===== config.mk =====
export PLATFORM = sky130hd
export DESIGN_NAME = uart_xmt_datapath
export DESIGN_NICKNAME = d
export VERILOG_FILES = /design/src/rtl/uart_xmt_datapath.sv
export SDC_FILE = /design/constraint.sdc
export NUM_CORES = 1
export LEC_CHECK = 0
export ABC_CLOCK_PERIOD_IN_PS = 3800
export CAP_MARGIN = 25
export CORE_MARGIN = 1.5
export CORE_UTILIZATION = 60
export DETAILED_ROUTE_END_ITERATION = 7
export DONT_BUFFER_PORTS = 1
export GPL_ROUTABILITY_DRIVEN = 0
export PLACE_DENSITY = 0.75
export SYNTH_ARGS = -nofsm -noshare
export SYNTH_HDL_FRONTEND = slang
export SYNTH_SLANG_ARGS = --single-unit

===== constraint.sdc =====
create_clock -name clk -period 3.8 [get_ports clk]
set_input_delay 0.76 -clock clk [delete_from_list [all_inputs] [get_ports clk]]
set_output_delay 0.76 -clock clk [all_outputs]
set_load 0.05 [all_outputs]

===== src/rtl/uart_xmt_datapath.sv =====
// UART transmit datapath: data register, frame shift register and bit counter.
// Control strobes come from an external sequencer; clear > shift > start > load.
module uart_xmt_datapath #(
  parameter int word_size = 8,
  parameter int BC_max    = word_size + 1
) (
  input  logic                         clk,
  input  logic                         rst_n,
  input  logic [word_size-1:0]         data_bus,
  input  logic                         Load_XMT_DR,
  input  logic                         Load_XMT_shfreg,
  input  logic                         start,
  input  logic                         shift,
  input  logic                         clear,
  output logic                         serial_out,
  output logic                         BC_lt_BCMax,
  output logic [word_size-1:0]         XMT_datareg,
  output logic [$clog2(BC_max+1)-1:0]  bit_count,
  output logic                         tx_busy
);
  localparam int BCW = $clog2(BC_max + 1);
  localparam logic [BCW-1:0] BC_MAX_C = BCW'(BC_max);

  logic [word_size-1:0] datareg_q, datareg_d;
  logic [word_size:0]   shftreg_q, shftreg_d;
  logic [BCW-1:0]       bit_count_q, bit_count_d;
  logic                 tx_busy_q, tx_busy_d;
  logic                 bc_lt;

  assign bc_lt = (bit_count_q < BC_MAX_C);

  always_comb begin
    datareg_d   = Load_XMT_DR ? data_bus : datareg_q;
    shftreg_d   = shftreg_q;
    bit_count_d = bit_count_q;
    tx_busy_d   = tx_busy_q;
    if (clear) begin
      shftreg_d   = '1;
      bit_count_d = '0;
      tx_busy_d   = 1'b0;
    end else if (shift) begin
      // Fill with ones so the stop bit and idle level trail the data.
      shftreg_d = {1'b1, shftreg_q[word_size:1]};
      if (bc_lt) bit_count_d = bit_count_q + BCW'(1);
    end else if (start) begin
      shftreg_d = {shftreg_q[word_size:1], 1'b0};
      tx_busy_d = 1'b1;
    end else if (Load_XMT_shfreg) begin
      shftreg_d = {datareg_q, 1'b1};
    end
  end

  always_ff @(posedge clk or negedge rst_n) begin
    if (!rst_n) begin
      datareg_q   <= '0;
      shftreg_q   <= '1;
      bit_count_q <= '0;
      tx_busy_q   <= 1'b0;
    end else begin
      datareg_q   <= datareg_d;
      shftreg_q   <= shftreg_d;
      bit_count_q <= bit_count_d;
      tx_busy_q   <= tx_busy_d;
    end
  end

  assign serial_out  = shftreg_q[0];
  assign BC_lt_BCMax = bc_lt;
  assign XMT_datareg = datareg_q;
  assign bit_count   = bit_count_q;
  assign tx_busy     = tx_busy_q;
endmodule


==> results by group <==
Floorplanning
  – Width of the die: between 40 and 50 um
  – Initial Utilization: between 60 and 70%
  – Io pins: 30
  – Core area: between 1500 and 2000 sq um
  – Row cnt: 14
  – Die Area: around 2000 sq um
  – Die height: between 40 and 50 um

Global route
  – Largest net degree at the start of global routing: 23
  – First-pass GRT wire length: 2800 um
  – Vias in the first global route: between 600 and 700
  – Tot GR Track Use: between 15 and 20%
  – GRT overflow: 0
  – Initial antenna violation count: 0

Layout
  – Filler cells: 102
  – Ant. Diodes: 0
  – Layout cells sized above 1: between 30% and 40%
  – Most frequent cells in the layout: 13 x dfrtp_1, 11 x mux2_2, 9 x dfstp_2
  – Area Overhead vs Synth: 4.92%
  – Nets: between 100 and 150
  – Final core utilization: a little over two thirds
  – Leading cell type in the layout, fill and taps excluded: dfrtp_1

Worst setup path
  – Startpoint type of the worst setup path: register
  – Critical Path End: BC_lt_BCMax
  – Reg-to-reg slack, setup: 2010 ps
  – Critical path class: register to primary output
  – R2R cell count: 5
  – CP endpoint kind: primary output
  – Arrival time at the worst endpoint: between 1500 and 2000 ps
  – Worst EP required: roughly 3000 ps
  – CP Launch Point: bit_count[0]$_DFFE_PN0P_
  – Critical R2R Launch: bit_count[0]$_DFFE_PN0P_
  – Critical path peak fanout: 5
  – Reg2reg end: bit_count[0]$_DFFE_PN0P_

Job
  – Max Cap Viol: 0

Timing
  – Final clock skew: approximately 4.4 ps
  – Max frequency: 388 MHz
  – Setup-failing EPs final: 0
  – Crit path time final: 2580 ps
  – RSZ-0062 raised after global routing: false
  – Slew headroom: around 61%
  – Final Max Slew Viols: 0
  – Final setup TNS: 0 ps
  – Actual slew at the worst max-slew pin: between 500 and 600 ps
  – Hold Vio Cnt, Final: 0
  – Final Cycle Share: approximately two thirds

Logic synthesis
  – Largest family of logic cells by synthesized area: multiplexers
  – Post-synthesis sequential area ratio: between 50% and 60%
  – Synth area leaders: dfrtp_1 31%, dfstp_2 23%, mux2_2 12%, mux2_4 7.2%, a221o_1 4.8%
  – Synth Warn #: 0
  – Multiplexer share of the synthesized area: 21.0%
  – #FFs+latches synth: 22
  – Area fraction of the dominant cell type after synthesis: a little under a third
  – Compound-cell area share of the yosys netlist: a little under an eighth
  – XOR/XNOR Fraction of Synth Area: 0%
  – Avg Cell Area, Syn: approximately 13 sq um
  – Syn nets: 100
  – Distinct cells, synth: 19
  – Area of the mapped netlist: about 1000 sq um
  – Syn Inst Count: slightly above 80
  – Synth Area in Adders: 2.40%
  – Cell taking the most area after synthesis: dfrtp_1
  – Area share of and/or/nand/nor cells after synthesis: 8.03%

Routing
  – Antenna-violating nets left: 0
  – Top sig layer: met4
  – Vias post-DR: roughly 640
  – Wl on met1: 746 um
  – Detail Route met2 WL: between 800 and 900 um
  – Detailed-route DRC error count: 2
  – Pre-antenna DRT Iters: 7
  – Initial DRC count: 4
  – Via/cell ratio: between 6 and 7
  – Met3 wire length: 111 um
  – Drt wl/cell: about 17 um
  – Final WL: roughly 1700 um

Clocking
  – Clock Sinks: 22
  – Clock tree buffer depth: 2
  – Root Driver: clkbuf_4
  – CTS H-tree depth: 1
  – Post-CTS repair timing setup buffer count: 0
  – Hold_buf cts: 0
  – Post-CTS Resized: 0
  – Num CTS Buffers: 3
  – CTS tree: done
  – Clock Latency Late Sink: 310 ps
  – Clock transition at the registers of the reported paths: around 120 ps

Placed design
  – I/O Buffers: 0
  – DP Wirelength: 1230 um

Pwr
  – Static leakage power: 0.477 nW
  – Cell Pwr Density: roughly 500 nW/um^2
  – Peak VDD IR: 0.324 mV

Worst hold path
  – Min-Delay Path Class: primary input to async pin

Run status
  – Violations in the final reports: DRC
  – Status: finished, violations left
[per-layer routing]
| layer | track usage, % | up-vias |
|---|---|---|
| li1 | - | 300 |
| met1 | 23.2 | 310 |
| met2 | 33.0 | 23 |
| met3 | 8.40 | 3 |
| met4 | 5.45 | 0 |
| met5 | 0 | - |
[power by group]
| part | total [W] | switching, W | internal, W |
|---|---|---|---|
| Sequential | 0.000321 | 0.0000602 | 0.000261 |
| Combinational | 0.0000473 | 0.0000167 | 0.0000306 |
| Clock | 0.000178 | 0.0000713 | 0.000107 |
[critical path, stage by stage, from the launching register on]
cell and delay (ps):
dfrtp_1 710, inv_1 150, ha_1 250, nand2b_1 90, nand2_1 300
[worst min-delay path by stage]
stage,slack (ps),depth (start not counted),end,startpoint
final,120,0,XMT_datareg[7]$_DFFE_PN0P_,rst_n
after CTS,110,0,tx_busy$_DFFE_PN0P_,rst_n
after global routing,90,0,XMT_datareg[7]$_DFFE_PN0P_,rst_n
after floorplan,460,0,XMT_datareg[0]$_DFFE_PN0P_,rst_n
after detailed placement,460,0,bit_count[1]$_DFFE_PN0P_,rst_n
after global placement,460,0,bit_count[1]$_DFFE_PN0P_,rst_n
[synthesized netlist by cell type, drive strengths merged]
cell type / instances
buf: 3
mux2i: 2
inv: 4
o21ai: 4
a221o: 5
a211o: 1
dfstp: 9
nor2: 6
ha: 2
a21oi: 6
dfrtp: 13
a41oi: 1
mux2: 16
nand2: 5
nand2b: 6
[state kept, by name, summed over array words and instances, names as in the netlist]
| register | count |
|---|---|
| XMT_datareg | 8 |
| bit_count | 4 |
| shftreg_q | 9 |
| tx_busy | 1 |
[layout make-up]
type	count	area, sq um	area share (%)
well taps	16	20.0	1.83
clock buffers	3	22.5	2.06
flip-flops and latches	22	562	51.3
multi-input cells	54	445	40.7
clock inverters	1	30.0	2.74
inverters	4	15.0	1.37
[logic make-up after synthesis]
| group | after synthesis |
|---|---|
| flops | 22 |
| mux | 18 |
| fa+ha+maj | 2 |
| compound gates | 17 |
| simple gates | 17 |
| buf+inv | 7 |
[metrics by stage]
stage / hold slack, ps / power (W) / instance area, sq um / setup slack [ps] / instances
after global placement: 465 / 0.000370 / 1040 / 1640 / 96
final: 122 / 0.000546 / 1090 / 1220 / 100
after floorplan: 464 / 0.000368 / 1040 / 1680 / 83
after CTS: 105 / 0.000552 / 1090 / 1210 / 100
after detailed placement: 465 / 0.000373 / 1040 / 1570 / 96
after global routing: 92.5 / 0.000566 / 1090 / 1140 / 100
(Power assumes the default switching activity.)
